<file path="config.mk">
export PLATFORM = sky130hd
export DESIGN_NAME = hamming_enc_stream_flat
export DESIGN_NICKNAME = d
export VERILOG_FILES = /design/src/rtl/hamming_enc_stream_if.sv /design/src/rtl/hamming_enc_stream.sv /design/src/flat_wrapper.sv
export SDC_FILE = /design/constraint.sdc
export NUM_CORES = 1
export LEC_CHECK = 0
export CORE_ASPECT_RATIO = 1.75
export CORE_MARGIN = 4
export CORE_UTILIZATION = 45
export CTS_CLUSTER_DIAMETER = 30
export DETAILED_ROUTE_END_ITERATION = 10
export DONT_BUFFER_PORTS = 1
export PLACE_DENSITY_LB_ADDON = 0.2
export SYNTH_ARGS = -nofsm -noshare
export SYNTH_HDL_FRONTEND = slang
export SYNTH_SLANG_ARGS = --single-unit
</file>
<file path="constraint.sdc">
create_clock -name clk -period 2.15 [get_ports clk]
set_input_delay 0.215 -clock clk [delete_from_list [all_inputs] [get_ports clk]]
set_output_delay 0.215 -clock clk [all_outputs]
set_load 0.02 [all_outputs]
</file>
<file path="src/rtl/hamming_enc_stream_if.sv">
`default_nettype none
// ============================================================================
// Module      : hamming_enc_stream_if
// Description : Valid/ready bundle for the Hamming(15,11) streaming encoder.
//               It carries both the 11-bit data input stream and the 15-bit
//               codeword output stream.
//               slave  - encoder side: consumes in_*, produces out_*
//               master - environment side: produces in_*, consumes out_*
// Ports       : in_valid, in_ready, in_data[10:0],
//               out_valid, out_ready, out_code[14:0]
// Revision    : 1.0 - initial release
// ============================================================================
interface hamming_enc_stream_if;
  logic        in_valid;
  logic        in_ready;
  logic [10:0] in_data;
  logic        out_valid;
  logic        out_ready;
  logic [14:0] out_code;

  modport slave (
    input  in_valid,
    input  in_data,
    output in_ready,
    output out_valid,
    input  out_ready,
    output out_code
  );

  modport master (
    output in_valid,
    output in_data,
    input  in_ready,
    input  out_valid,
    output out_ready,
    input  out_code
  );
endinterface
`default_nettype wire

</file>
<file path="src/rtl/hamming_enc_stream.sv">
`default_nettype none
// ============================================================================
// Module      : hamming_enc_stream
// Description : Streaming Hamming(15,11) even-parity encoder with an output
//               codeword FIFO. Data words accepted on the input handshake are
//               encoded and stored; the FIFO head is presented on the output
//               handshake.
// Ports       : clk, rst (sync, active-high)
//               bus        - hamming_enc_stream_if.slave (in_*/out_* streams)
//               inj_en, inj_pos - error injection (only with HAMMING_ERR_INJ_EN)
//               fifo_level - occupied FIFO entries
//               word_cnt   - codewords delivered (wraps)
// Config      : define HAMMING_ERR_INJ_EN to add single-bit error injection
// Revision    : 1.0 - initial release
// ============================================================================
module hamming_enc_stream #(
  parameter int FIFO_DEPTH = 4,
  parameter int CNT_W      = 16
) (
  input  wire logic                          clk,
  input  wire logic                          rst,
  hamming_enc_stream_if.slave                bus,
`ifdef HAMMING_ERR_INJ_EN
  input  wire logic                          inj_en,
  input  wire logic [3:0]                    inj_pos,
`endif
  output logic [$clog2(FIFO_DEPTH):0]        fifo_level,
  output logic [CNT_W-1:0]                   word_cnt
);

  localparam int             AW       = $clog2(FIFO_DEPTH);
  localparam int             LW       = AW + 1;
  localparam logic [LW-1:0]  FULL_LVL = LW'(FIFO_DEPTH);

  logic [14:0]       mem_q [FIFO_DEPTH];
  logic [AW-1:0]     wr_ptr_q, wr_ptr_d;
  logic [AW-1:0]     rd_ptr_q, rd_ptr_d;
  logic [LW-1:0]     level_q,  level_d;
  logic [CNT_W-1:0]  cnt_q,    cnt_d;
  logic [14:0]       last_q,   last_d;

  logic [14:0]       enc_w;
  logic [14:0]       code_w;
  logic              push_w;
  logic              pop_w;
  logic              ready_w;
  logic              valid_w;

  // Codeword layout: code[k] is Hamming position k+1. Data fills the
  // non-power-of-two positions in ascending order; each parity bit covers
  // the positions whose index has its bit set.
  always_comb begin
    enc_w     = '0;
    enc_w[2]  = bus.in_data[0];
    enc_w[4]  = bus.in_data[1];
    enc_w[5]  = bus.in_data[2];
    enc_w[6]  = bus.in_data[3];
    enc_w[8]  = bus.in_data[4];
    enc_w[9]  = bus.in_data[5];
    enc_w[10] = bus.in_data[6];
    enc_w[11] = bus.in_data[7];
    enc_w[12] = bus.in_data[8];
    enc_w[13] = bus.in_data[9];
    enc_w[14] = bus.in_data[10];
    // position 1: 3,5,7,9,11,13,15
    enc_w[0]  = enc_w[2] ^ enc_w[4] ^ enc_w[6] ^ enc_w[8] ^
                enc_w[10] ^ enc_w[12] ^ enc_w[14];
    // position 2: 3,6,7,10,11,14,15
    enc_w[1]  = enc_w[2] ^ enc_w[5] ^ enc_w[6] ^ enc_w[9] ^
                enc_w[10] ^ enc_w[13] ^ enc_w[14];
    // position 4: 5,6,7,12,13,14,15
    enc_w[3]  = enc_w[4] ^ enc_w[5] ^ enc_w[6] ^ enc_w[11] ^
                enc_w[12] ^ enc_w[13] ^ enc_w[14];
    // position 8: 9..15
    enc_w[7]  = enc_w[8] ^ enc_w[9] ^ enc_w[10] ^ enc_w[11] ^
                enc_w[12] ^ enc_w[13] ^ enc_w[14];
  end

`ifdef HAMMING_ERR_INJ_EN
  // One-hot at bit inj_pos, then dropped by one so position p lands on
  // code[p-1]; inj_pos=0 shifts the only set bit out and disables injection.
  logic [15:0] inj_sh_w;
  logic [14:0] inj_mask_w;
  always_comb begin
    inj_sh_w   = 16'd1 << inj_pos;
    inj_mask_w = inj_en ? inj_sh_w[15:1] : 15'd0;
    code_w     = enc_w ^ inj_mask_w;
  end
`else
  assign code_w = enc_w;
`endif

  // Flow control depends on registered occupancy only, so a pop on a full
  // FIFO does not open the input in the same cycle.
  assign ready_w = (level_q != FULL_LVL);
  assign valid_w = (level_q != '0);
  assign push_w  = bus.in_valid && ready_w;
  assign pop_w   = valid_w && bus.out_ready;

  always_comb begin
    wr_ptr_d = wr_ptr_q;
    rd_ptr_d = rd_ptr_q;
    level_d  = level_q;
    cnt_d    = cnt_q;
    last_d   = last_q;
    if (push_w) begin
      wr_ptr_d = wr_ptr_q + AW'(1);
    end
    if (pop_w) begin
      rd_ptr_d = rd_ptr_q + AW'(1);
      cnt_d    = cnt_q + CNT_W'(1);
      last_d   = mem_q[rd_ptr_q];
    end
    case ({push_w, pop_w})
      2'b10:   level_d = level_q + LW'(1);
      2'b01:   level_d = level_q - LW'(1);
      default: level_d = level_q;
    endcase
  end

  always_ff @(posedge clk) begin
    if (rst) begin
      wr_ptr_q <= '0;
      rd_ptr_q <= '0;
      level_q  <= '0;
      cnt_q    <= '0;
      last_q   <= '0;
    end else begin
      wr_ptr_q <= wr_ptr_d;
      rd_ptr_q <= rd_ptr_d;
      level_q  <= level_d;
      cnt_q    <= cnt_d;
      last_q   <= last_d;
    end
  end

  // Storage needs no reset: occupancy decides which entries are live.
  always_ff @(posedge clk) begin
    if (push_w && !rst) begin
      mem_q[wr_ptr_q] <= code_w;
    end
  end

  // When empty, the last popped codeword is held (zero after reset).
  assign bus.in_ready  = ready_w;
  assign bus.out_valid = valid_w;
  assign bus.out_code  = valid_w ? mem_q[rd_ptr_q] : last_q;
  assign fifo_level    = level_q;
  assign word_cnt      = cnt_q;

endmodule
`default_nettype wire

</file>
<file path="src/flat_wrapper.sv">
// flat-port wrapper written by rule: the top's interface ports become plain ports
module hamming_enc_stream_flat 
#(
  parameter int FIFO_DEPTH = 4,
  parameter int CNT_W      = 16
)
  (clk, rst, fifo_level, word_cnt, bus_in_valid, bus_in_data, bus_in_ready, bus_out_valid, bus_out_ready, bus_out_code);
  hamming_enc_stream_if bus_i ();
  input  wire logic clk;
  input  wire logic rst;
  output logic [$clog2(FIFO_DEPTH):0] fifo_level;
  output logic [CNT_W-1:0] word_cnt;
  input wire logic [$bits(bus_i.in_valid)-1:0] bus_in_valid;
  input wire logic [$bits(bus_i.in_data)-1:0] bus_in_data;
  output wire logic [$bits(bus_i.in_ready)-1:0] bus_in_ready;
  output wire logic [$bits(bus_i.out_valid)-1:0] bus_out_valid;
  input wire logic [$bits(bus_i.out_ready)-1:0] bus_out_ready;
  output wire logic [$bits(bus_i.out_code)-1:0] bus_out_code;
  assign bus_i.in_valid = bus_in_valid;
  assign bus_i.in_data = bus_in_data;
  assign bus_in_ready = bus_i.in_ready;
  assign bus_out_valid = bus_i.out_valid;
  assign bus_i.out_ready = bus_out_ready;
  assign bus_out_code = bus_i.out_code;
  hamming_enc_stream #(.FIFO_DEPTH(FIFO_DEPTH), .CNT_W(CNT_W)) u_core (.clk(clk), .rst(rst), .bus(bus_i), .fifo_level(fifo_level), .word_cnt(word_cnt));
endmodule
</file>
; ---- After elaboration in Yosys (flattened, before gate mapping)
; Memory sizes are Yosys's and may differ from the RTL's. A register that Yosys moved wholly into a read port is not among the register bits.
; Index checks and enable logic that the tools add are counted.
[totals]
regBits = 38
mem_bits_rw = 60
out_inout_bits = 36
word_cells = 50
n_memories = 1
[classes]
n_addsub = 5
n_eq_ne = 3
muxes = 6
n_bitwise = 24
reduce_logical = 6
[mem_list]
columns = name, words, word_bits, rd, rd_ports_with_merged_regs, write_ports, line
row1 = u_core.mem_q, 4, 15, 1, 1, 1, hamming_enc_stream.sv:35  ; logic [14:0] mem_q [FIFO_DEPTH];
[ops]
columns = cell, count
row1 = $xor 1x1->1, 24
row2 = $add 16x1->16 const B, 1
row3 = $mux 15, 1
row4 = $pmux 3 s2, 1
row5 = $add 2x1->2 const B, 2
row6 = $mux 2, 2
row7 = $add 3x1->3 const B, 1
row8 = $logic_and 1x1->1, 3
row9 = $ne 3x3->1 const B, 1
row10 = $reduce_bool 3->1, 1
row11 = $sub 3x1->3 const B, 1
row12 = $eq 2x1->1 const B, 1
row13 = $eq 2x2->1 const B, 1
row14 = $mux 1, 2
row15 = $reduce_bool 2->1, 1
row16 = $logic_not 1->1, 1

; ---- Logic depth before layout (Yosys ltp)
; Gate-level depths: netlist of run 1.
[logic_depth]
ltp_word = 6
mapped_depth = 10

; ---- Least setup slack after synthesis of run 1
; Ideal clock, no wire load.
[synth_path]
path_type = register to register
startpoint = register u_core.level_q[2], in the netlist u_core.fifo_level[2]
endpoint = register u_core.level_q[2], in the netlist u_core.fifo_level[2]
setup_time_ns = 0.070
arrival_ns = 2.386
slack_ns = -0.306
stages_incl_launch_ff = 9
path_buffers = 0
synth_period_minus_slack_ns = 2.456
cell_sequence = dfxtp_1 -> or3b_2 -> nand2_1 -> ha_1 -> inv_1 -> fa_1 -> xor2_1 -> or3_1 -> a21oi_1
[synth_via]
elab_chain_len = 4
word_cells_on_any_way = 10
[synth_rtl]
columns = item, line
row1 = "start, declared", hamming_enc_stream.sv:38  ; logic [LW-1:0] level_q, level_d;
row2 = "start signal, assigned", hamming_enc_stream.sv:131  ; level_q <= level_d;
row3 = $ne 3x3->1 (*), hamming_enc_stream.sv:95  ; assign ready_w = (level_q != FULL_LVL);
row4 = net bus_in_ready, flat_wrapper.sv:15  ; output wire logic [$bits(bus_i.in_ready)-1:0] bus_in_ready;
row5 = $logic_and 1x1->1 (*), hamming_enc_stream.sv:97  ; assign push_w = bus.in_valid && ready_w;
row6 = $eq 2x1->1 / $eq 2x2->1 (equally long branches), hamming_enc_stream.sv:114  ; case ({push_w, pop_w})
row7 = $pmux 3 s2 / $reduce_bool 2->1 (equally long branches), -
; The timed path passes the listed nets; every way through them passes the cells marked *.
; A chain may end at the register's enable or synchronous reset.

; ---- Worst setup path in the final report of run 1
[layout_path]
startpoint = register u_core.level_q[0], in the netlist u_core.fifo_level[0]
endpoint = register u_core.level_q[2], in the netlist u_core.fifo_level[2]
[layout_via]
elab_chain_len = 4
word_cells_on_any_way = 10
[layout_rtl]
columns = item, line
row1 = $ne 3x3->1 / $reduce_bool 3->1 (equally long branches), "hamming_enc_stream.sv:95, hamming_enc_stream.sv:96"
row2 = $logic_and 1x1->1 (on tied branches), "hamming_enc_stream.sv:97, hamming_enc_stream.sv:98"
row3 = $eq 2x1->1 / $eq 2x2->1 (equally long branches), hamming_enc_stream.sv:114
row4 = $pmux 3 s2 / $reduce_bool 2->1 (equally long branches), -
; Several ways; a longest one is shown, not always the timed one.

==> results of run 1 <==
## layer usage
metal  share of wire (%)  vias to the layer above
met5                   0                        -
met4                 1.9                        0
met3                 4.7                       10
met2                  53                       50
met1                  40                     1207
li1                    -                     1187
## state kept, by name, indices dropped and copies added (netlist names), named ones only
name,flops
u_core.fifo_level,3
u_core.last_q,15
u_core.mem_q,60
u_core.rd_ptr_q,2
u_core.word_cnt,16
u_core.wr_ptr_q,2
## stage by stage
stage	util [%]	setup WS [ns]	std cells	cell area [µm²]	total power, mW
finish	54.1	0.100	466	4890	6.00
detailed placement	49.3	0.0468	438	4450	4.43
global placement	49.3	0.0972	438	4450	4.40
CTS	54.0	0.0314	466	4880	6.07
floorplan	-	0.00488	311	4200	3.95
global route	54.1	0.0298	466	4890	6.32
## final cells by class
class	instances	area share, %
repair buffers	33	6.14
well taps	120	3.07
clock buffers	9	4.61
flip-flops and latches	100	53.5
inverters	8	0.614
clock inverters	7	1.41
multi-input cells	189	30.7
## power by group through the flow
stage	logic [mW]	registers (mW)	clock network [mW]
3_3_place_gp	1.99	2.41	0
3_5_place_dp	2.01	2.42	0
6_report	2.03	2.38	1.59
2_1_floorplan	1.49	2.46	0
4_1_cts	2.05	2.38	1.64
5_1_grt	2.21	2.40	1.72
## repair_timing
item                                    in CTS  in global routing
hold buffers                                12                  0
resized for setup                            0                  1
endpoints found under the setup margin       0                  1
hold endpoints to repair                    84                  0
## logic make-up (layout without fill, tap and decap cells)
kind of cell	Yosys count	after routing	share of synthesized area (%)
flip-flops	100	100	62.4
AND/OR/NAND/NOR	84	84	9.72
AO/OA/AOI/OAI	39	39	5.04
multiplexers	30	30	12.2
XOR/XNOR	29	29	6.09
buffers and inverters	22	57	2.31
adder cells (fa/ha/maj)	7	7	2.28
## Yosys cell counts, types with 4 or more instances
cell and n:
sky130_fd_sc_hd__nand3_1 7, sky130_fd_sc_hd__mux4_2 15, sky130_fd_sc_hd__buf_2 5, sky130_fd_sc_hd__ha_1 6
sky130_fd_sc_hd__or4_1 5, sky130_fd_sc_hd__nand2_1 40, sky130_fd_sc_hd__dfxtp_1 40, sky130_fd_sc_hd__nor2_1 14
sky130_fd_sc_hd__o31ai_1 6, sky130_fd_sc_hd__edfxtp_1 60, sky130_fd_sc_hd__o21ai_0 5, sky130_fd_sc_hd__clkbuf_1 7
sky130_fd_sc_hd__xnor2_1 19, sky130_fd_sc_hd__and2_1 4, sky130_fd_sc_hd__xor2_1 10, sky130_fd_sc_hd__or3_1 5
sky130_fd_sc_hd__a21oi_1 28, sky130_fd_sc_hd__inv_1 7, sky130_fd_sc_hd__mux2_2 15
## worst max path at each step
stage                                              to  slack (ns)  cells after the start                               from
floorplan           u_core.fifo_level[2]$_SDFFE_PP0P_       0.005                     10  u_core.fifo_level[0]$_SDFFE_PP0P_
global placement    u_core.fifo_level[2]$_SDFFE_PP0P_         0.1                      8  u_core.fifo_level[0]$_SDFFE_PP0P_
detailed placement  u_core.fifo_level[2]$_SDFFE_PP0P_        0.05                      8  u_core.fifo_level[0]$_SDFFE_PP0P_
CTS                 u_core.fifo_level[2]$_SDFFE_PP0P_        0.03                      8  u_core.fifo_level[0]$_SDFFE_PP0P_
global route        u_core.fifo_level[2]$_SDFFE_PP0P_        0.03                      8  u_core.fifo_level[0]$_SDFFE_PP0P_
finish              u_core.fifo_level[2]$_SDFFE_PP0P_        0.10                      8  u_core.fifo_level[0]$_SDFFE_PP0P_
## cell usage in the layout, fill, tap and decap left out, types with 5 or more instances in the layout
cell type                       synthesis  final
sky130_fd_sc_hd__ha_1                   6      5
sky130_fd_sc_hd__dlygate4sd3_1          0     11
sky130_fd_sc_hd__nand3_1                7      7
sky130_fd_sc_hd__mux2_2                15     15
sky130_fd_sc_hd__dfxtp_1               40     37
sky130_fd_sc_hd__mux4_2                15     15
sky130_fd_sc_hd__o21ai_0                5      5
sky130_fd_sc_hd__clkbuf_16              0      9
sky130_fd_sc_hd__or4_1                  5      5
sky130_fd_sc_hd__o31ai_1                6      5
sky130_fd_sc_hd__a21oi_1               28     28
sky130_fd_sc_hd__buf_4                  0     20
sky130_fd_sc_hd__nand2_1               40     39
sky130_fd_sc_hd__xnor2_1               19     19
sky130_fd_sc_hd__inv_1                  7      7
sky130_fd_sc_hd__edfxtp_1              60     60
sky130_fd_sc_hd__xor2_1                10     10
sky130_fd_sc_hd__nor2_1                14     14
sky130_fd_sc_hd__or3_1                  5      5
==> run summary, run 1 <==
The flow ran to the end, and the final reports show no timing, DRC or antenna violations. For met1 alone, demand over resource in global routing was 17.8%. The library cell with the largest summed area after synthesis is sky130_fd_sc_hd__edfxtp_1. Startpoint of the worst register-to-register path: u_core.fifo_level[0]$_SDFFE_PP0P_. The post-synthesis async set-or-reset flop share was 0%; the sequential share of the synthesized area was 62.4%. Summed over all nets, the switching power comes to 2.06 mW. Adding up every negative setup slack in the final design gives 0 ns. For the number of failing hold endpoints at the final stage, the log shows 0. After detailed routing, the average wire length per cell comes to 17.1 µm.

Maximum clock skew at final layout: 0.00768 ns. For the global-route wire length before repair, the log shows 12900 µm. Yosys attributes the largest share of cell area to sky130_fd_sc_hd__edfxtp_1 (43%), sky130_fd_sc_hd__dfxtp_1 (19%), sky130_fd_sc_hd__mux4_2 (8.1%). For this design the ratio of total power to cell area is 1230 mW/mm².

After detailed routing, the number of vias per cell comes to 5.27. The startpoint identified for the worst hold timing path is bus_in_valid. The kind of cell with the highest combined delay along the critical path is simple AND/OR/NAND/NOR gates. The internal portion of the total power is 3.94 mW. Sequential cell area: 0.00261 mm².

In the final layout, the share of cells above drive strength 1 is 22.8%. The tools report the number of antenna diodes as 0. The count of nets left with antenna violations once routing finished came out at 0. Once detailed placement completed, the half-perimeter wirelength came to 5390 µm. The number of nets in the synthesized netlist came out at 333.

The tools report the static power due to leakage as 1.64 nW. TritonCTS built the clock tree. The total DRC errors in the routed layout was 0; the number of instances in the synthesized netlist was 311. Type of the worst min-delay path: in2reg. The met3 usage was 4.26%. Yosys printed 0 warnings. The tools report the number of sinks handled by clock tree synthesis as 100. The buffers plus inverters on the worst setup path was 1; the clock edge transition at the registers on the reported setup and hold paths was 0.07 ns. Measured along the x axis, the die boundary spans 80.8 µm. For the area occupied by multi-input gates, the log shows 0.00150 mm².

The tools report the element type at the critical path start as a flip-flop. The run gives 0.34 ns as the clock insertion delay at the later pin of the skew report. For this design the top-level I/O count stands at 51.

The count of final max-slew check failures came out at 0. Synthesis inferred 100 register bits. The number of placement rows was 46. Once the floorplan was initialized, standard cells occupied 46.2% of the core.

The tools report the fraction of power consumed by the clock network as 26.5%. The most used flip-flop cell after synthesis is sky130_fd_sc_hd__edfxtp_1. The global routing stage identified its most utilized layer as met2. The via count of the first global-routing pass is 2580. In this run the worst path has a maximum fanout of 4. Area fraction of the dominant cell type after synthesis: 43.2%.

Worst setup path category: reg2reg. The depth of the worst register-to-register path works out to 8. The longest clock path from root to sink contains 2 buffers. For met2 alone, demand over resource in global routing was 28.3%.

Combinational cells account for 33.9% of the total power. In this run, CTS created clock tree buffers numbering 9. CTS built an H-tree with a depth of 3. The overall overflow remaining after global route was 0.

The logs give 0 for the number of buffers inserted by post-CTS setup repair and 75.1% for the worst max-slew margin expressed relative to the limit. The slowest stage of the critical path belongs to the cell sky130_fd_sc_hd__or3b_4. The die is 135 µm tall. The die covers 0.0109 mm². The mean instance size in the synthesized netlist was 13.4 µm²; the pin slew with the least headroom to its limit was 0.372 ns. The cell sitting at the root of the clock tree is a sky130_fd_sc_hd__clkbuf_16. Net switching is 34.3% of the power. Setup violations remaining at the end of the flow were counted as 0. For the worst setup path, the data arrival time is 2.32 ns. The largest stage delay on the critical path is 0.41 ns, and the peak supply drop is 0.604 mV. The total of fill cells in the finished design was 767; the sequential power share was 39.6%. The synthesized netlist occupies a cell area of 0.00417 mm².

The final-layout worst hold slack was 0.0356 ns. The run gives 2454 as the count of vias placed by the detailed router. The max-cap violation count was 0; the net count reported at finish was 363.

Counting I/O delays and the setup requirement, the final critical path takes 2.05 ns. The tools report the register-to-register setup slack as 0.10 ns. Entering global routing, the biggest net connects 40 pins.

Setup repair after global routing left no endpoint under its margin. Based on the critical path, the design can be clocked at up to 0.488 GHz. Walking the worst path, the cells encountered are or3b_4 > nand2_4 > ha_4 > inv_1 > fa_1 > xor2_1 > or3_1 > a21oi_1. Relative to the synthesized area, the layout overhead comes to 17.2%.

The detailed router finished its first iteration with 110 violations. The count of input and output buffers is 0, and the global routing usage summed across all routing layers is 15.8%. For the worst setup path, the data required time is 2.42 ns. Routability-driven placement finished with a final weighted congestion of 0.728. The worst hold path was traced through 2 stages. The total length of routed wires was 7950 µm. Number of antenna violations at the first check in global routing: 0.

In this run the standard cell core region covers 0.00904 mm². In this run, distinct cell masters in the synthesized netlist total 32. The endpoint identified for the worst register-to-register timing path is u_core.fifo_level[2]$_SDFFE_PP0P_.

The count of flip-flops with a built-in enable after synthesis is 60, and the period utilization is 95.3%. The run gives 4 as the detailed-routing iteration count for the pre-antenna-repair pass. The kind of capture point of the worst setup path was a flip-flop. The path with the worst hold slack has its endpoint at u_core.wr_ptr_q[1]$_SDFFE_PP0P_.
Power figures use the tool's default switching activity.
==> run 2: changes to the inputs <==
--- a/config.mk
+++ b/config.mk
@@ -5,7 +5,7 @@
 export SDC_FILE = /design/constraint.sdc
 export NUM_CORES = 1
 export LEC_CHECK = 0
-export CORE_ASPECT_RATIO = 1.75
+export CORE_ASPECT_RATIO = 1.1
 export CORE_MARGIN = 4
 export CORE_UTILIZATION = 45
 export CTS_CLUSTER_DIAMETER = 30
==> run 2 against run 1 <==
Worst hold slack better by 0.094 ns. Critical path type unchanged. Register-to-register slack got worse by 0.05 ns. Count of clock-buffer cells in the layout stayed put. Highest routed layer unchanged. Largest cell class unchanged. Final area decreased by 1.7%. Largest power group unchanged. Via count grew 0.90%. Routed wire length shrank 0.64%.
==> run summary, run 2 (synthesis results as in run 1) <==
Relative to the synthesized area, the layout overhead comes to 15.2%. The register bank with the most flops was u_core.mem_q. The static power due to leakage is 1.60 nW, and the count of input and output buffers is 0. Overall overflow remaining after global route: 0. The reg-to-reg endpoint was u_core.fifo_level[2]$_SDFFE_PP0P_. Sequential cell area: 0.00261 mm².

The tools report the launching element of the worst setup path as u_core.fifo_level[0]$_SDFFE_PP0P_. Leaving out filler cells and counting taps, the final layout contains 463. The worst setup path is of the reg2reg kind. The congestion estimate from routability-driven global placement came to 0.733. 0 antenna diodes ended up in the layout. The width of the chip came out at 99.8 µm. The count of vias placed by the detailed router came out at 2476. The library cells used most frequently in the layout, excluding fill and tap cells, are sky130_fd_sc_hd__edfxtp_1 (60), sky130_fd_sc_hd__nand2_1 (39), sky130_fd_sc_hd__dfxtp_1 (37). The via count normalized by instance count was 5.35.

The floorplan step defined a die boundary enclosing 0.0109 mm². VDD sags by at most 0.578 mV. Dividing total power by cell area gives a power density of 1160 mW/mm². Including well taps, the total number of placed cells is 432. Hold is met by 0.130 ns. In the final layout, the multi-input gates occupy 0.00150 mm². The type of the worst min-delay path was in2reg. Element type at the critical path start: a flip-flop. In this run the critical register-to-register path is launched from u_core.fifo_level[0]$_SDFFE_PP0P_. The root buffer cell is sky130_fd_sc_hd__clkbuf_8.

Once layout is done, the placed cells without fillers occupy 0.00480 mm². The maximum clock skew at final layout was 0.0136 ns. The number of endpoints failing setup at the final stage was 0. For the number of failing hold endpoints at the final stage, the log shows 0. TritonCTS built the clock tree. After the last flow step, the layout net total stands at 366. The detailed-routing iteration count for the pre-antenna-repair pass is 4, and the area of placed instances is 0.00445 mm². The smallest clock period supported by the final layout is computed as 2.10 ns. The initial utilization of the core area, before any placement, comes to 46.5%.

The most common cell after layout, fill and taps aside was sky130_fd_sc_hd__edfxtp_1. The final layout contains routed wiring with a total length of 7900 µm. Buffers inserted during clock tree synthesis total 9. STA classifies the critical path endpoint as a flip-flop. The H-tree was split into 3 levels.

Counting the fill cells in the layout gives 744. Number of antenna violations at the first check in global routing: 0. The pin slew with the least headroom to its limit is 0.360 ns, and the worst max-slew margin expressed relative to the limit is 75.8%. The register with the most flip-flops in the layout has 60 of them. Max-cap violations in this run came to 0. The register-to-register setup slack was 0.05 ns. Derived from the worst setup path, the maximum achievable clock frequency is 0.477 GHz. Of the cells placed in the final design, the portion with a size suffix greater than 1 is 23.2%. The maximum fanout count along the critical path was 3; the average wire length per cell after detail routing was 17.1 µm.

Measured along the y axis, the die boundary spans 109 µm. The run gives 0 as the count of final max-slew check failures. The via count of the first global-routing pass is 2456. Following the worst setup path forward leads to its endpoint at u_core.fifo_level[2]$_SDFFE_PP0P_.

The maximum number of pins on one net before global-route repair was 40. The run finished with clean final reports. The run gives 0.00896 mm² as the core area.

The data required time at the worst endpoint was 2.44 ns; the period utilization was 97.5%. The starting DRC count in detailed routing is 131, and the data arrival time of the critical path is 2.39 ns. After clock tree synthesis, the clock-pin slew on the worst setup and hold paths is 0.10 ns. 51 I/O pins were placed. The logs give 12800 µm for the global-route wire length before repair and 2 for the number of buffers on the longest clock path. The total half-perimeter wirelength after legalization and detailed placement was 5190 µm; the number of placement rows was 36. Cells fill 53.6% of the core in the end. Total DRC errors in the routed layout: 0. In this run the remaining antenna-violating nets after routing total 0. The number of cells on the worst reg-to-reg path is 8. The tools report the clock insertion delay at the later pin of the skew report as 0.36 ns. The tools report the number of sinks handled by clock tree synthesis as 100. Power comes to 5.56 mW.

Across every metal layer, demand over resource in global routing totals 15.5%.
==> run 2: cell types whose count changed in the layout (fill, tap and decap cells not counted) <==
cell	before	now
sky130_fd_sc_hd__clkbuf_8	0	9
sky130_fd_sc_hd__clkinv_4	1	3
sky130_fd_sc_hd__clkbuf_16	9	0
sky130_fd_sc_hd__clkinv_8	0	1
sky130_fd_sc_hd__buf_4	20	22
sky130_fd_sc_hd__inv_6	3	1
sky130_fd_sc_hd__inv_8	3	1
sky130_fd_sc_hd__clkinvlp_4	0	1
sky130_fd_sc_hd__dlygate4sd3_1	11	12
==> run 2: cell type report <==
class	instances	share of cell area (%)
flip-flops and latches	100	54.4
clock inverters	7	1.46
inverters	8	0.625
repair buffers	36	6.77
clock buffers	9	2.58
multi-input cells	189	31.2
well taps	114	2.97
==> run 2: how the worst min path moves through the flow <==
stage / start / to / depth (start not counted)
floorplan: bus_in_data[6] / u_core.mem_q[0][10]$_DFFE_PP_ / 0
global placement: rst / u_core.fifo_level[2]$_SDFFE_PP0P_ / 1
detailed placement: rst / u_core.fifo_level[0]$_SDFFE_PP0P_ / 1
CTS: bus_in_valid / u_core.wr_ptr_q[1]$_SDFFE_PP0P_ / 3
global route: rst / u_core.fifo_level[2]$_SDFFE_PP0P_ / 2
finish: rst / u_core.fifo_level[0]$_SDFFE_PP0P_ / 2
==> run 2: where the power goes <==
part	switching, mW	leakage, nW	total (mW)	internal [mW]
Clock	0.680	0.0947	1.13	0.448
Combinational	1.22	0.637	2.06	0.839
Sequential	0.0928	0.872	2.38	2.28
Total	1.99	1.60	5.56	3.57
==> run 2: metrics by stage <==
step | setup TNS (ns) | setup slack (ns)
global placement | 0 | 0.0994
floorplan | 0 | 0.00488
global route | -0.00270 | -0.00270
detailed placement | 0 | 0.0398
finish | 0 | 0.0527
CTS | 0 | 0.0143
==> run 2: metal layers <==
layer  vias to the layer above  share of wire [%]  GRT usage, %
met5                         -                  0             0
met4                         0                1.4          5.95
met3                         9                5.0          3.52
met2                        49                 48          24.9
met1                      1224                 45          20.5
li1                       1194                  -             -
==> run 2: what timing repair did <==
action,4_1_cts,5_1_grt
buffers inserted,0,2
hold endpoints to repair,84,0
hold buffers,13,0
endpoints found under the setup margin,0,1
gates resized for setup,0,1
==> run 2: worst max-delay path, stage by stage, from the launching register on <==
cell and delay, ns:
sky130_fd_sc_hd__dfxtp_4 0.36, sky130_fd_sc_hd__or3b_4 0.41, sky130_fd_sc_hd__nand2_4 0.10, sky130_fd_sc_hd__ha_4 0.13
sky130_fd_sc_hd__inv_1 0.04, sky130_fd_sc_hd__fa_1 0.38, sky130_fd_sc_hd__xor2_1 0.16, sky130_fd_sc_hd__or3_1 0.31
sky130_fd_sc_hd__a21oi_1 0.14
